<file path="src/rtl/uart_rx_oversampled.sv">
// -----------------------------------------------------------------------------
// uart_rx_oversampled
//
// UART receiver for 8N1-style frames, using an internal 16x oversampling tick.
// Each byte with a good stop bit is presented on rx_data_out together with a
// one-cycle rx_done_tick strobe. A stop bit sampled low produces a one-cycle
// frame_err pulse instead, leaves rx_data_out untouched, and parks the receiver
// until the line returns high. This keeps a held-low line (break) from being
// decoded as a stream of 0x00 bytes.
//
// Parameters
//   NBIT_DATA_LEN : data bits per frame, LSB first (>= 2)
//   SB_TICK       : oversampling ticks spent in the stop bit (16, 24 or 32)
//   BAUD_DIV      : clk cycles per oversampling tick (2..4095)
//
// Ports
//   clk          : system clock, rising edge
//   rst_n        : asynchronous active-low reset
//   rx           : asynchronous serial input, idle high
//   rx_done_tick : one-cycle pulse, a valid byte is now on rx_data_out
//   rx_data_out  : last validly received byte, held between strobes
//   frame_err    : one-cycle pulse, the stop bit was sampled low
// -----------------------------------------------------------------------------
module uart_rx_oversampled #(
    parameter int NBIT_DATA_LEN = 8,
    parameter int SB_TICK       = 16,
    parameter int BAUD_DIV      = 326
) (
    input  logic                     clk,
    input  logic                     rst_n,
    input  logic                     rx,
    output logic                     rx_done_tick,
    output logic [NBIT_DATA_LEN-1:0] rx_data_out,
    output logic                     frame_err
);

    localparam int S_W    = (SB_TICK > 16) ? 5 : 4;
    localparam int N_W    = (NBIT_DATA_LEN > 1) ? $clog2(NBIT_DATA_LEN) : 1;
    localparam int BAUD_W = 12;

    localparam logic [BAUD_W-1:0] BAUD_LAST   = BAUD_W'(BAUD_DIV - 1);
    localparam logic [S_W-1:0]    S_MID       = S_W'(7);
    localparam logic [S_W-1:0]    S_BIT_LAST  = S_W'(15);
    localparam logic [S_W-1:0]    S_STOP_LAST = S_W'(SB_TICK - 1);
    localparam logic [N_W-1:0]    N_LAST      = N_W'(NBIT_DATA_LEN - 1);

    localparam logic [2:0] ST_IDLE  = 3'd0;
    localparam logic [2:0] ST_START = 3'd1;
    localparam logic [2:0] ST_DATA  = 3'd2;
    localparam logic [2:0] ST_STOP  = 3'd3;
    localparam logic [2:0] ST_BREAK = 3'd4;

    logic                     rx_meta_q, rx_meta_d;
    logic                     rx_s_q, rx_s_d;
    logic [BAUD_W-1:0]        baud_cnt_q, baud_cnt_d;
    logic                     s_tick;
    logic [2:0]               state_q, state_d;
    logic [S_W-1:0]           s_q, s_d;
    logic [N_W-1:0]           n_q, n_d;
    logic [NBIT_DATA_LEN-1:0] b_q, b_d;
    logic [NBIT_DATA_LEN-1:0] data_q, data_d;
    logic                     done_q, done_d;
    logic                     err_q, err_d;

    // Two-flop synchronizer; the receiver only ever looks at rx_s_q.
    assign rx_meta_d = rx;
    assign rx_s_d    = rx_meta_q;

    // Free-running tick generator. It is deliberately not realigned to the
    // start edge, so the start-edge phase error is at most one tick (1/16 bit).
    assign s_tick     = (baud_cnt_q == BAUD_LAST);
    assign baud_cnt_d = s_tick ? '0 : baud_cnt_q + 1'b1;

    // NOTE: every signal gets a default at the top of this block, so no path
    // through the case statement can leave one unassigned and infer a latch.
    always_comb begin
        state_d = state_q;
        s_d     = s_q;
        n_d     = n_q;
        b_d     = b_q;
        data_d  = data_q;
        done_d  = 1'b0;
        err_d   = 1'b0;

        case (state_q)
            ST_IDLE: begin
                // Checked on every clk, so a start edge is seen without waiting
                // for the next tick.
                if (!rx_s_q) begin
                    state_d = ST_START;
                    s_d     = '0;
                end
            end
            ST_START: begin
                if (s_tick) begin
                    if (s_q == S_MID) begin
                        // If the line is high again at mid start bit, the edge
                        // was a glitch: drop it silently.
                        if (!rx_s_q) begin
                            state_d = ST_DATA;
                            s_d     = '0;
                            n_d     = '0;
                        end else begin
                            state_d = ST_IDLE;
                        end
                    end else begin
                        s_d = s_q + 1'b1;
                    end
                end
            end
            ST_DATA: begin
                if (s_tick) begin
                    if (s_q == S_BIT_LAST) begin
                        b_d = {rx_s_q, b_q[NBIT_DATA_LEN-1:1]};
                        s_d = '0;
                        if (n_q == N_LAST) begin
                            state_d = ST_STOP;
                        end else begin
                            n_d = n_q + 1'b1;
                        end
                    end else begin
                        s_d = s_q + 1'b1;
                    end
                end
            end
            ST_STOP: begin
                // Line activity before the final sample is ignored; only that
                // one sample decides whether the frame is valid.
                if (s_tick) begin
                    if (s_q == S_STOP_LAST) begin
                        if (rx_s_q) begin
                            data_d  = b_q;
                            done_d  = 1'b1;
                            state_d = ST_IDLE;
                        end else begin
                            err_d   = 1'b1;
                            state_d = ST_BREAK;
                        end
                    end else begin
                        s_d = s_q + 1'b1;
                    end
                end
            end
            ST_BREAK: begin
                if (rx_s_q) begin
                    state_d = ST_IDLE;
                end
            end
            default: state_d = ST_IDLE;
        endcase
    end

    // NOTE: sequential state uses non-blocking assignments only, so every flop
    // samples the values from before this edge regardless of statement order.
    always_ff @(posedge clk or negedge rst_n) begin
        if (!rst_n) begin
            rx_meta_q  <= 1'b1;
            rx_s_q     <= 1'b1;
            baud_cnt_q <= '0;
            state_q    <= ST_IDLE;
            s_q        <= '0;
            n_q        <= '0;
            b_q        <= '0;
            data_q     <= '0;
            done_q     <= 1'b0;
            err_q      <= 1'b0;
        end else begin
            rx_meta_q  <= rx_meta_d;
            rx_s_q     <= rx_s_d;
            baud_cnt_q <= baud_cnt_d;
            state_q    <= state_d;
            s_q        <= s_d;
            n_q        <= n_d;
            b_q        <= b_d;
            data_q     <= data_d;
            done_q     <= done_d;
            err_q      <= err_d;
        end
    end

    assign rx_done_tick = done_q;
    assign rx_data_out  = data_q;
    assign frame_err    = err_q;

endmodule

</file>
<file path="config.mk">
export PLATFORM = sky130hd
export DESIGN_NAME = uart_rx_oversampled
export DESIGN_NICKNAME = d
export VERILOG_FILES = /design/src/rtl/uart_rx_oversampled.sv
export SDC_FILE = /design/constraint.sdc
export NUM_CORES = 1
export LEC_CHECK = 0
export ABC_AREA = 1
export BUFFER_PORTS_ARGS = -buffer_cell sky130_fd_sc_hd__clkbuf_2
export CAP_MARGIN = 10
export CORE_ASPECT_RATIO = 1.75
export CORE_MARGIN = 2
export CORE_UTILIZATION = 60
export DETAILED_ROUTE_END_ITERATION = 16
export PLACE_DENSITY = 0.79
export SLEW_MARGIN = 15
export SYNTH_ARGS = -nofsm -noshare
export SYNTH_HDL_FRONTEND = slang
export SYNTH_SLANG_ARGS = --single-unit
</file>
<file path="constraint.sdc">
create_clock -name clk -period 1.95 [get_ports clk]
set_input_delay 0.39 -clock clk [delete_from_list [all_inputs] [get_ports clk]]
set_output_delay 0.39 -clock clk [all_outputs]
set_load 0.01 [all_outputs]
</file>
# Word-level counts from Yosys, hierarchy flattened

Cells that the tools add are included.

Word-level logic and storage cells: 77
Input port bits: 3
Output and inout bits: 10
Bits in registers: 42

$add $sub $neg: 3
Muxes and demuxes: 36
Eq/ne operators: 20
Reduce and logical (&&, ||, !) cells: 8

Operators by type and width:

| kind                    | number |
|---|---|
| $mux W3                 | 16 |
| $mux W4                 | 7 |
| $ne A2 B2 Y1 const B    | 12 |
| $pmux W4 S4             | 1 |
| $pmux W3 S5             | 1 |
| $add A12 B1 Y12 const B | 1 |
| $eq A12 B9 Y1 const B   | 1 |
| $mux W12                | 1 |
| $reduce_and A9 Y1       | 1 |
| $mux W1                 | 8 |
| $reduce_and A7 Y1       | 1 |
| $eq A3 B2 Y1 const B    | 2 |
| $eq A3 B3 Y1 const B    | 2 |
| $pmux W3 S2             | 1 |
| $reduce_and A5 Y1       | 1 |
| $add A4 B1 Y4 const B   | 1 |
| $eq A4 B3 Y1 const B    | 1 |
| $eq A4 B4 Y1 const B    | 1 |
| $reduce_and A4 Y1       | 1 |
| $reduce_bool A4 Y1      | 1 |
| $add A3 B1 Y3 const B   | 1 |
| $eq A3 B1 Y1 const B    | 1 |
| $logic_not A3 Y1        | 1 |
| $reduce_and A3 Y1       | 1 |
| 2 further kinds         | 2 |

# Longest topological paths before layout

Gate-level depths: netlist of run 1.

Word-level depth: 5
Depth in mapped cells: 9
Depth with buffers taken out: 9

# Least setup slack after synthesis of run 1

No wires, ideal clock.

Kind: register to register
From: register s_q[0]
To: register n_q[0]
Path buffers: 0
Required time: 1832 ps
Library setup time: 118 ps
Period minus slack after synthesis: 1457 ps
Cell stages (with the launch flop): 9
Path slack: 493 ps
Arrival time: 1339 ps
Cell sequence: dfrtp_1 > ha_1 > nand3_1 > nand2_1 > nand2_1 > nor2_2 > nand2_1 > nand2_1 > nand2_1

Cells in the longest elaborated chain, start to end: 3
Elaborated cells between the ends (all ways): 5
Those cells by class: 4 x eq/ne; 1 x reduce/logical

RTL lines:

| element                                             | RTL line | RTL |
|---|---|---|
| from (decl)                                         | 58       | `logic [S_W-1:0] s_q, s_d;` |
| from (signal assigned)                              | 161      | `s_q <= '0;` |
| from (signal assigned)                              | 172      | `s_q <= s_d;` |
| $eq A4 B4 Y1 / $eq A4 B3 Y1 (equally long branches) | 113, 96  |  |
| $ne A2 B2 Y1 (no source line)                       | n/a      |  |
| $reduce_and A7 Y1 (no source line) *                | n/a      |  |
| to (signal assigned)                                | 173      | `n_q <= n_d;` |
| to (decl)                                           | 59       | `logic [N_W-1:0] n_q, n_d;` |

Mark *: on every way between the ends. The rest lies on a longest branch, timed or not.
A chain may end at the register's enable or synchronous reset.

# Worst setup path in the final report of run 1

From: register baud_cnt_q[1]
To: register b_q[5]

Cells in the longest elaborated chain, start to end: 2

RTL lines:

| element                            | RTL line | RTL |
|---|---|---|
| from (decl)                        | 55       | `logic [BAUD_W-1:0] baud_cnt_q, baud_cnt_d;` |
| from (signal assigned)             | 170      | `baud_cnt_q <= baud_cnt_d;` |
| $eq A12 B9 Y1                      | 71       | `assign s_tick = (baud_cnt_q == BAUD_LAST);` |
| $reduce_and A3 Y1 (no source line) | n/a      |  |
| to (signal assigned)               | 163      | `b_q <= '0;` |
| to (signal assigned)               | 174      | `b_q <= b_d;` |
| to (decl)                          | 60       | `logic [NBIT_DATA_LEN-1:0] b_q, b_d;` |

No other way between the ends.

==> results of run 1 <==
==> power by group through the flow <==
stage                     logic [mW]  clock network [mW]  registers, mW
after detailed placement      0.0257                   0          0.895
after floorplan              0.00667                   0          0.892
final                         0.0243               0.573          0.878
after global routing          0.0302               0.620          0.879
after global placement        0.0258                   0          0.896
after CTS                     0.0259               0.586          0.878
==> flip-flops by register name, indices dropped and copies added (netlist names) <==
signal        cells
state_q           3
rx_done_tick      1
b_q               8
rx_s_q            1
frame_err         1
n_q               3
baud_cnt_q       12
s_q               4
rx_data_out       8
rx_meta_q         1
==> Yosys cell counts <==
master,number,share of area
sky130_fd_sc_hd__a21oi_1,1,0.0023
sky130_fd_sc_hd__a21oi_2,1,0.0040
sky130_fd_sc_hd__buf_2,2,0.0045
sky130_fd_sc_hd__buf_4,1,0.0034
sky130_fd_sc_hd__dfrtp_1,40,0.45
sky130_fd_sc_hd__dfstp_2,2,0.024
sky130_fd_sc_hd__ha_1,5,0.028
sky130_fd_sc_hd__inv_1,31,0.053
sky130_fd_sc_hd__inv_2,2,0.0034
sky130_fd_sc_hd__nand2_1,103,0.17
sky130_fd_sc_hd__nand2_2,2,0.0057
sky130_fd_sc_hd__nand3_1,24,0.054
sky130_fd_sc_hd__nand3_2,1,0.0045
sky130_fd_sc_hd__nand3_4,3,0.024
sky130_fd_sc_hd__nand3b_1,2,0.0068
sky130_fd_sc_hd__nand4_1,6,0.017
sky130_fd_sc_hd__nor2_1,25,0.042
sky130_fd_sc_hd__nor2_2,4,0.011
sky130_fd_sc_hd__nor2_4,1,0.0051
sky130_fd_sc_hd__nor3_1,3,0.0068
sky130_fd_sc_hd__nor3_4,1,0.0074
sky130_fd_sc_hd__nor4_1,1,0.0028
sky130_fd_sc_hd__o21ai_0,13,0.029
sky130_fd_sc_hd__o21bai_1,1,0.0034
sky130_fd_sc_hd__or2_2,1,0.0028
sky130_fd_sc_hd__xor2_1,7,0.028
==> final cells by class <==
| class | count | area, um^2 | area share |
|---|---|---|---|
| clock inverter | 2 | 12.5 | 0.00515 |
| tap | 46 | 57.6 | 0.0237 |
| clock buffer | 6 | 82.6 | 0.0340 |
| inverter | 33 | 124 | 0.0510 |
| multi-input combinational | 205 | 1020 | 0.419 |
| sequential | 42 | 1050 | 0.433 |
| timing repair buffer | 15 | 82.6 | 0.0340 |
==> cell families (layout without fill, tap and decap cells) <==
kind of cell,Yosys count,in the layout,synth area share
and+or+nand+nor,177,177,0.365
adders and majority gates,5,5,0.0283
DFF,42,42,0.476
buffers and inverters,36,56,0.0639
AOI/OAI and AO/OA,16,16,0.0390
xor gates and xnor gates,7,7,0.0277
==> layer usage <==
layer	global-route usage	vias to the layer above
li1	-	924
met1	0.276	855
met2	0.405	37
met3	0.0391	7
met4	0.131	0
met5	0	-
==> worst max-delay path, delay by kind of cell (launching register included) <==
family | cells | cell delay (ps)
simple gates | 6 | 1020
buf+inv | 1 | 60
fa+ha+maj | 1 | 160
flops | 1 | 390
==> path summary, 6_finish.rpt <==
check | startpoint | endpoint | slack [ps] | cells after the start
max in group asynchronous | rst_n | rx_data_out[4] | 1280 | 2
hold / removal | rst_n | s_q[2] | 110 | 1
setup / recovery | baud_cnt_q[1] | b_q[5] | 260 | 8
min in group clk | rx | rx_meta_q | 180 | 1
setup reg to reg | baud_cnt_q[1] | b_q[5] | 260 | 8
hold reg to reg | rx_meta_q | rx_s_q | 360 | 0
==> stage by stage <==
stage / std cells / utilization / worst slack, ps / hold slack [ps]
final: 349 / 0.677 / 257 / 108
after global routing: 349 / 0.677 / 50.3 / 169
after CTS: 349 / 0.677 / 228 / 129
after detailed placement: 341 / 0.650 / 268 / 348
after global placement: 341 / 0.650 / 275 / 347
after floorplan: 283 / - / 493 / 94.4
==> impl_results.md, run 1 <==
- Status: completed
- Path type of the worst setup path: register to register
- Chip Width: 49.9 um
- Remaining global-route overflow: 0
- Pin count of the biggest net entering global routing: 27
- Comb power frac: 0.016
- Worst-case clock skew: 8.95 ps
- DR pass1 iterations: 4
- Aggregate routed wire length: 4220 um
- Share of post-route cells with drive strength above 1: 0.135
- Total negative slack for setup checks: 0 ps
- Area of all placed cells without fillers: 2430 um^2
- Max incr delay on CP: 390 ps
- Placed instance area: 2340 um^2
- Path class of the lowest-slack min-delay path: input port to asynchronous set/reset pin
- Critical Path AT: 1920 ps
- Synthesis-to-layout area growth: 9.84%
- Critical path required time: 2180 ps
- Number of violations of the max-capacitance limit: 0
- RePlAce Congestion: 0.877
- Number of instances in the synthesized netlist: 283
- Initial Util: 0.616
- Commonest non-fill, non-tap cell in the layout: sky130_fd_sc_hd__nand2_1
- Sw Share: 0.211
- Number of setup violations in the final report: 0
- PnR Total Power: 1.48 mW
- Internal power of the cells: 1.16 mW
- Maximum clock rate: 591 MHz
- Number of buffers added by the clock tree synthesis step: 5
- Cell Rows: 29
- Part of the power in the clock network: 0.388
- Number of antenna violations at the first check in global routing: 0
- Synthesized netlist net count: 291
- Cell with the most instances on the worst path: sky130_fd_sc_hd__nand2_1
- Vert. Die Dim: 84.3 um
- PwrDens: 607 nW/um^2
- Global-route usage over all layers: 0.237
- Via total after detailed routing: 1823
- Met2 wire len: 2340 um
- H-tree levels: 2
- Vias/cell: 5.22
- Slew at the pin closest to its max-slew limit: 630 ps
- Final Max Slew Viols: 0
- Final number of hold-violating endpoints: 0
- CTS Root Cell: sky130_fd_sc_hd__clkbuf_8
- Uppermost signal routing layer after detailed routing: met4
- Critical Path Start Type: register
- Mean Syn Cell Area: 7.82 um^2
- Fraction of the yosys area taken by sequential cells: 0.476
- Post-detailed-route wirelength per cell: 12.1 um
- Setup repair after global routing missed its margin: false
- Slowest cell on the critical path: sky130_fd_sc_hd__dfrtp_1
- Vias in the first global route: 1828
- Ordered cell list for the critical path: inv_1 -> ha_1 -> nand2_1 -> nor2_1 -> nand3_4 -> nor3_4 -> nand2_1 -> nand2_1
- Share of the clock period used by the worst path: 0.868
- Area of the mapped netlist: 2210 um^2
- Critical Path End Type: register
- Wire length of the first global-routing pass: 7730 um
- I/O pins: 13
- Wire length on met1: 1660 um
- CTS tree: yes
- Number of nets in the layout: 310
- CTS Hold Bufs: 0
- CTS resizes: 0
- Number of design rule violations left after detail routing: 0
- Setup bufs post-CTS: 0
- Peak ir drop on the vdd network: 0.000672 V
- Commonest cells after routing, fill and taps aside: 103 x sky130_fd_sc_hd__nand2_1, 40 x sky130_fd_sc_hd__dfrtp_1, 31 x sky130_fd_sc_hd__inv_1
- Number of violations reported at the end of detailed-routing iteration 0: 51
- Synth warn: 0
- Clock latency on the worst-skew pair: 290 ps
- Clock input transition at the sequential cells of the worst setup and hold paths: 80 ps
- Die area: 4210 um^2
- Tmin final: 1690 ps
- Number of antenna repair diodes: 0
- Clock Path Buffers: 2
- Critical-path maximum fanout: 17
- Final antenna-violating net count: 0
- Number of library cell types mapped by synthesis: 26
- PortBufs: 12
- Clk sink count: 42
- Core Footprint: 3590 um^2
- WL met3: 129 um
- Post-synthesis register bit count: 42
- Post-DP HPWL: 3130 um
- Reported leakage power: 1.36 nW
- Register share of total power: 0.595
- Filler cells: 303
- Headroom to the max-slew limit: 0.580
- Switching power summed over all nets: 312 uW
Power figures use the tool's default switching activity.
==> inputs of run 2 (changes only) <==
--- a/config.mk
+++ b/config.mk
@@ -10,9 +10,8 @@
 export CAP_MARGIN = 10
 export CORE_ASPECT_RATIO = 1.75
 export CORE_MARGIN = 2
-export CORE_UTILIZATION = 60
+export CORE_UTILIZATION = 40
 export DETAILED_ROUTE_END_ITERATION = 16
-export PLACE_DENSITY = 0.79
 export SLEW_MARGIN = 15
 export SYNTH_ARGS = -nofsm -noshare
 export SYNTH_HDL_FRONTEND = slang
==> constraint.sdc (replaced) <==
create_clock -name clk -period 1.8 [get_ports clk]
set_input_delay 0.36 -clock clk [delete_from_list [all_inputs] [get_ports clk]]
set_output_delay 0.36 -clock clk [all_outputs]
set_load 0.01 [all_outputs]
==> impl_results.md, run 2 (synthesis gave the netlist of run 1 again) <==
- Status: completed
- Slew at the pin closest to its max-slew limit: 525 ps (-105 ps)
- PortBufs: 12 (unchanged)
- Number of setup violations in the final report: 0 (unchanged)
- H-tree levels: 2 (unchanged)
- Path type of the worst setup path: register to register
- Number of cells on the worst reg-to-reg path: 9 (+1)
- CTS tree: yes
- Critical Path Start Type: register
- Reported leakage power: 1.38 nW (+1.4%)
- Share of the clock period used by the worst path: 0.911 (+0.0422)
- Worst-case clock skew: 6.48 ps (-2.47 ps)
- Final Max Slew Viols: 0 (unchanged)
- Path class of the lowest-slack min-delay path: input port to asynchronous set/reset pin
- Chip Width: 60.2 um (+21%)
- Remaining global-route overflow: 0 (unchanged)
- Tmin final: 1640 ps (-54.3 ps)
- Clock Path Buffers: 2 (unchanged)
- Clock input transition at the sequential cells of the worst setup and hold paths: 80 ps (about the same)
- Cell with the most instances on the worst path: sky130_fd_sc_hd__nand2_1
- Pin count of the biggest net entering global routing: 43 (+59%)
- Global-route usage over all layers: 0.167 (-0.0693)
- Aggregate routed wire length: 4440 um (+5.2%)
- Placed instance area: 2380 um^2 (+1.8%)
- CTS Root Cell: sky130_fd_sc_hd__clkbuf_8
- Setup repair after global routing missed its margin: false
- RePlAce Congestion: 0.849 (-3.2%)
- Core Footprint: 5300 um^2 (+48%)
- Number of antenna repair diodes: 0 (unchanged)
- Headroom to the max-slew limit: 0.650 (+0.0703)
- Maximum clock rate: 610 MHz (+3.3%)
- I/O pins: 13 (unchanged)
- Critical Path AT: 1870 ps (-50 ps)
- Critical-path maximum fanout: 14 (-3)
- Ordered cell list for the critical path: inv_1 -> ha_1 -> nand2_1 -> nor2_1 -> nand3_4 -> buf_12 -> a21oi_2 -> nand2_1 -> nand2_1
- Number of nets in the layout: 312 (+0.65%)
- Post-route insts no fill: 379 (+8.6%)
- Max incr delay on CP: 390 ps (about the same)
- Critical path required time: 2030 ps (-150 ps)
- Vert. Die Dim: 102 um (+21%)
- Total negative slack for setup checks: 0 ps (unchanged)
- Number of antenna violations at the first check in global routing: 0 (unchanged)
- Vias/cell: 4.79 (-8.2%)
- Critical R2R Launch: baud_cnt_q[1]
- Number of violations of the max-capacitance limit: 0 (unchanged)
- Initial Util: 0.418 (-0.198)
- Share of post-route cells with drive strength above 1: 0.138 (+0.00239)
- Number of buffers added by the clock tree synthesis step: 5 (unchanged)
- PnR Total Power: 1.71 mW (+16%)
- Wire length of the first global-routing pass: 7750 um (+0.18%)
- Final antenna-violating net count: 0 (unchanged)
- Post-detailed-route wirelength per cell: 11.7 um (-3.2%)
- Synthesis-to-layout area growth: 13.3%
- Critical Path End Type: register
- Number of violations reported at the end of detailed-routing iteration 0: 32 (-37%)
- Peak ir drop on the vdd network: 0.000732 V (+8.9%)
- Dpl cells: 370 (+8.5%)
- Commonest non-fill, non-tap cell in the layout: sky130_fd_sc_hd__nand2_1
- Slowest cell on the critical path: sky130_fd_sc_hd__dfrtp_1
- DR pass1 iterations: 4 (unchanged)
- Clk sink count: 42 (unchanged)
- Worst setup path start: baud_cnt_q[1]
- Post-DP HPWL: 3310 um (+5.8%)
- Cell Rows: 35 (+21%)
- Clock latency on the worst-skew pair: 290 ps (about the same)
- PwrDens: 681 nW/um^2 (+12%)
- Commonest cells after routing, fill and taps aside: 103 x sky130_fd_sc_hd__nand2_1, 40 x sky130_fd_sc_hd__dfrtp_1, 31 x sky130_fd_sc_hd__inv_1
- Die area: 6170 um^2 (+47%)
- Number of design rule violations left after detail routing: 0 (unchanged)
- Register ranked first by flip-flop count: baud_cnt_q
- Final number of hold-violating endpoints: 0 (unchanged)
- CTS resizes: 0 (unchanged)
- Largest register FFs: 12 (unchanged)
- Register-to-register path setup slack: 160 ps (-100 ps)
- Vias in the first global route: 1732 (-5.3%)
- Area of all placed cells without fillers: 2510 um^2 (+3.2%)
- Via total after detailed routing: 1817 (-0.33%)
==> run 2: cell count changes in the layout (fill, tap and decap cells not counted) <==
cell	before	now
sky130_fd_sc_hd__clkinv_2	1	0
sky130_fd_sc_hd__clkbuf_8	6	5
sky130_fd_sc_hd__bufinv_16	0	1
sky130_fd_sc_hd__buf_12	0	1
sky130_fd_sc_hd__buf_4	3	4
sky130_fd_sc_hd__clkbuf_1	0	1
==> run 2: worst paths after layout <==
kind,end
hold / removal,n_q[0]
setup / recovery,s_q[0]
hold reg to reg,rx_s_q
setup reg to reg,s_q[0]
max in group asynchronous,rx_s_q
min in group clk,rx_meta_q
==> run 2: worst max-delay path: cells and delay by family, from the launching register on <==
kind / cells / cell delay [ps]
DFF: 1 / 390
AOI/OAI and AO/OA: 1 / 210
adders and majority gates: 1 / 170
buffers and inverters: 2 / 240
and+or+nand+nor: 5 / 560
==> run 2: final cells by class <==
type / count / area, um^2
fill: 536 / 2790
sequential: 42 / 1050
multi-input combinational: 205 / 1020
inverter: 33 / 124
timing repair buffer: 17 / 110
tap: 74 / 92.6
clock buffer: 6 / 72.6
clock inverter: 2 / 37.5
==> run 2: report_power, final <==
part,switching (mW),leakage (nW),internal (mW)
Clock,0.319,0.0514,0.414
Sequential,0.00453,0.560,0.947
Combinational,0.0210,0.770,0.00427
==> run 2: layer usage <==
layer,track usage,up-vias,routed length (um)
li1,-,933,-
met1,0.191,855,1790
met2,0.293,19,2440
met3,0.0266,10,64
met4,0.0821,0,142
met5,0,-,0
==> run 2: metrics by stage <==
| step | utilization | hold WS (ps) | setup slack (ps) |
|---|---|---|---|
| after detailed placement | 0.449 | 349 | 17.7 |
| after CTS | 0.470 | 134 | 5.56 |
| final | 0.473 | 130 | 161 |
| after global placement | 0.449 | 348 | 31.1 |
| after global routing | 0.473 | 126 | 14.0 |
| after floorplan | - | 64.4 | 343 |
==> run 2: what timing repair did <==
item / in CTS / in global routing
setup endpoints to repair: 0 / 14
buffers inserted: 0 / 1
hold buffers: 0 / 0
==> inputs of run 3 (changes only) <==
--- a/config.mk
+++ b/config.mk
@@ -5,13 +5,12 @@
 export SDC_FILE = /design/constraint.sdc
 export NUM_CORES = 1
 export LEC_CHECK = 0
-export ABC_AREA = 1
-export BUFFER_PORTS_ARGS = -buffer_cell sky130_fd_sc_hd__clkbuf_2
 export CAP_MARGIN = 10
 export CORE_ASPECT_RATIO = 1.75
 export CORE_MARGIN = 2
 export CORE_UTILIZATION = 40
 export DETAILED_ROUTE_END_ITERATION = 16
+export DONT_BUFFER_PORTS = 1
 export SLEW_MARGIN = 15
 export SYNTH_ARGS = -nofsm -noshare
 export SYNTH_HDL_FRONTEND = slang
==> impl_results.md, run 3 <==
- Status: finished, violations left
- Violations in the final reports: setup timing
- Die area: 5790 um^2 (-6.2%)
- Final number of hold-violating endpoints: 0 (unchanged)
- Termination of the worst setup path: n_q[2]
- Number of violations reported at the end of detailed-routing iteration 0: 55 (+72%)
- PnR Total Power: 1.61 mW (-5.8%)
- PortBufs: 0 (-12)
- Aggregate routed wire length: 4510 um (+1.7%)
- Number of antenna violations at the first check in global routing: 0 (unchanged)
- Total negative slack for setup checks: -1750 ps (-1750 ps)
- Chip Width: 58.4 um (-3.1%)
- Path type of the worst setup path: register to register
- Synthesized netlist net count: 178 (-39%)
- Maximum clock rate: 500 MHz (-18%)
- Path class of the lowest-slack min-delay path: input port to register
- Register ranked first by flip-flop count: baud_cnt_q
- Post-Route Utilization: 0.538 (+0.0643)
- Post-detailed-route wirelength per cell: 16.8 um (+44%)
- Remaining global-route overflow: 0 (unchanged)
- Fin worst setup slack: -200 ps (-361 ps)
- Commonest cells after routing, fill and taps aside: 40 x sky130_fd_sc_hd__dfrtp_1, 33 x sky130_fd_sc_hd__buf_4, 20 x sky130_fd_sc_hd__mux2_4
- Dominant cells by area after synthesis: sky130_fd_sc_hd__dfrtp_1 48%, sky130_fd_sc_hd__mux2_2 9.3%, sky130_fd_sc_hd__ha_1 3.0%
- Share of post-route cells with drive strength above 1: 0.425 (+0.288)
- Post-synthesis register bit count: 42 (unchanged)
- Number of instances in the synthesized netlist: 170 (-40%)
- Headroom to the max-slew limit: 0.691 (+0.0409)
- Critical-path maximum fanout: 3 (-11)
- RePlAce Congestion: 0.785 (-7.5%)
- Fraction of post-synthesis cell area in the top cell type by area: 0.484 (+0.0314)
- Number of nets in the layout: 221 (-29%)
- Commonest cells in the synthesized netlist: 40 x sky130_fd_sc_hd__dfrtp_1, 17 x sky130_fd_sc_hd__mux2_2, 13 x sky130_fd_sc_hd__nor2_1
- Pin count of the biggest net entering global routing: 43 (unchanged)
- Fraction of the yosys area taken by sequential cells: 0.509 (+0.0331)
- Critical Path Start Type: register
- Area of the mapped netlist: 2070 um^2 (-6.5%)
- Commonest non-fill, non-tap cell in the layout: sky130_fd_sc_hd__dfrtp_1
- Final antenna-violating net count: 0 (unchanged)
- Yosys top cell by area: sky130_fd_sc_hd__dfrtp_1
- PwrDens: 602 nW/um^2 (-12%)
- Number of design rule violations left after detail routing: 0 (unchanged)
- Synthesis-to-layout area growth: 29.3%
- CTS tree: yes
- H-tree levels: 2 (unchanged)
- Critical path required time: 1990 ps (-40 ps)
- Clk sink count: 42 (unchanged)
- Register-to-register path setup slack: -200 ps (-360 ps)
- Reported leakage power: 1.32 nW (-4.7%)
- Clock Path Buffers: 2 (unchanged)
- Worst-case clock skew: 7.15 ps (+0.664 ps)
- Number of violations of the max-capacitance limit: 0 (unchanged)
- Core Footprint: 4980 um^2 (-6.1%)
- Worst setup path start: baud_cnt_q[1]
- Number of library cell types mapped by synthesis: 47 (+81%)
- End of the worst register-to-register path: n_q[2]
- Via total after detailed routing: 1498 (-18%)
- Setup repair after global routing missed its margin: true
- Share of the clock period used by the worst path: 1.11 (+0.201)
- Final Max Slew Viols: 0 (unchanged)
- Most frequent cell after synthesis: sky130_fd_sc_hd__dfrtp_1
- Synth warn: 0 (unchanged)
- Mean Syn Cell Area: 12.2 um^2 (+56%)
- Largest register FFs: 12 (unchanged)
- Critical Path End Type: register
- Peak ir drop on the vdd network: 0.000557 V (-24%)
- Critical R2R Launch: baud_cnt_q[1]
- DR pass1 iterations: 4 (unchanged)
- I/O pins: 13 (unchanged)
- Number of setup violations in the final report: 21 (+21)
- Slew at the pin closest to its max-slew limit: 457 ps (-67.6 ps)
- Number of synthesized flops with an enable pin: 0 (unchanged)
- Cell Rows: 34 (-2.9%)
- CTS Root Cell: sky130_fd_sc_hd__clkbuf_8
- Clock input transition at the sequential cells of the worst setup and hold paths: 90 ps (about the same)
- Wire length of the first global-routing pass: 7420 um (-4.3%)
- Critical Path AT: 2190 ps (+320 ps)
- Tmin final: 2000 ps (+361 ps)
- Fraction of synthesis flops using an asynchronous set or reset pin: 1.00 (unchanged)
- Vias in the first global route: 1620 (-6.5%)
- Flip-flop cell with the highest count after synthesis: sky130_fd_sc_hd__dfrtp_1
- Number of antenna repair diodes: 0 (unchanged)
- Initial Util: 0.416 (-0.00192)
- Number of cells on the worst reg-to-reg path: 6 (-3)
- Clock latency on the worst-skew pair: 300 ps (about the same)
- Number of buffers added by the clock tree synthesis step: 5 (unchanged)
- Vert. Die Dim: 99.2 um (-3.2%)
- Global-route usage over all layers: 0.167 (-0.000551)
- Post-DP HPWL: 3110 um (-6.0%)
- Vias/cell: 5.59 (+17%)
[run 3: changes by cell type in the layout (fill, tap and decap cells not counted), sizes merged, moves of 3 or more]
cell	change
a21oi	+4
and2	+3
and3	+6
and4	+3
buf	+35
clkbuf	-13
inv	-27
mux2	+20
nand2	-97
nand3	-22
nor2	-16
o21ai	-10
xnor2	+5
[run 3: worst min path at each step]
stage               depth (start not counted)  start             end  slack (ps)
floorplan                                   0  rst_n          b_q[0]          60
global placement                            0  rst_n  rx_data_out[2]          70
detailed placement                          0  rst_n          b_q[3]          70
CTS                                         0     rx       rx_meta_q          40
global route                                0     rx       rx_meta_q          30
finish                                      0     rx       rx_meta_q          50
[run 3: final cells by class]
type	instances	area (um^2)
clock buffer	5	68.8
sequential	42	1050
inverter	5	18.8
tap	54	67.6
multi-input combinational	118	1080
timing repair buffer	41	363
clock inverter	3	25.0
fill	424	2300
[run 3: layer usage]
layer | part of all wire | vias to the layer above | wire (um) | global-route usage
met5 | 0 | - | 0 | 0
met4 | 0.036 | 0 | 161 | 0.104
met3 | 0.031 | 14 | 139 | 0.0377
met2 | 0.53 | 34 | 2410 | 0.275
met1 | 0.40 | 750 | 1800 | 0.189
li1 | - | 700 | - | -
[run 3: cells by family (layout without fill, tap and decap cells)]
kind of cell             count (synthesis)  after routing  synth area share
adder cells (fa/ha/maj)                  5              5            0.0302
AO/OA/AOI/OAI                           24             24            0.0822
multiplexers                            20             20             0.114
flip-flops                              42             42             0.509
XOR/XNOR                                10             10            0.0423
AND/OR/NAND/NOR                         59             59             0.189
buffers and inverters                   10             54            0.0333
[run 3: critical path, stage by stage (launching register included)]
cell                      delay [ps]
sky130_fd_sc_hd__dfrtp_1         380
sky130_fd_sc_hd__inv_1            60
sky130_fd_sc_hd__ha_2            170
sky130_fd_sc_hd__nor4b_4         270
sky130_fd_sc_hd__nand4_4         130
sky130_fd_sc_hd__or4_4           570
sky130_fd_sc_hd__mux2_4          310
[run 3: power by group]
group / internal [mW] / leakage (nW) / total (mW) / switching, mW
Combinational: 0.00863 / 0.712 / 0.0302 / 0.0216
Clock: 0.280 / 0.0447 / 0.629 / 0.349
Sequential: 0.947 / 0.560 / 0.951 / 0.00448
Total: 1.24 / 1.32 / 1.61 / 0.375
[run 3: what timing repair did]
| item | CTS | global route |
|---|---|---|
| setup endpoints to repair | 22 | 25 |
| pin swaps | 3 | 9 |
| setup buffers | 6 | 4 |
| gates resized for setup | 4 | 26 |
| hold endpoints to repair | 42 | 0 |
| hold buffers | 2 | 0 |
[run 3: metrics by stage]
stage          cell area, um^2  cells  setup WS, ps  hold WS (ps)
4_1_cts                   2550    265          -183          37.6
3_3_place_gp              2360    249          -132          65.2
2_1_floorplan             2090    170          -145          64.4
5_1_grt                   2680    268          -299          27.5
6_report                  2680    268          -200          47.0
3_5_place_dp              2360    249          -177          65.3
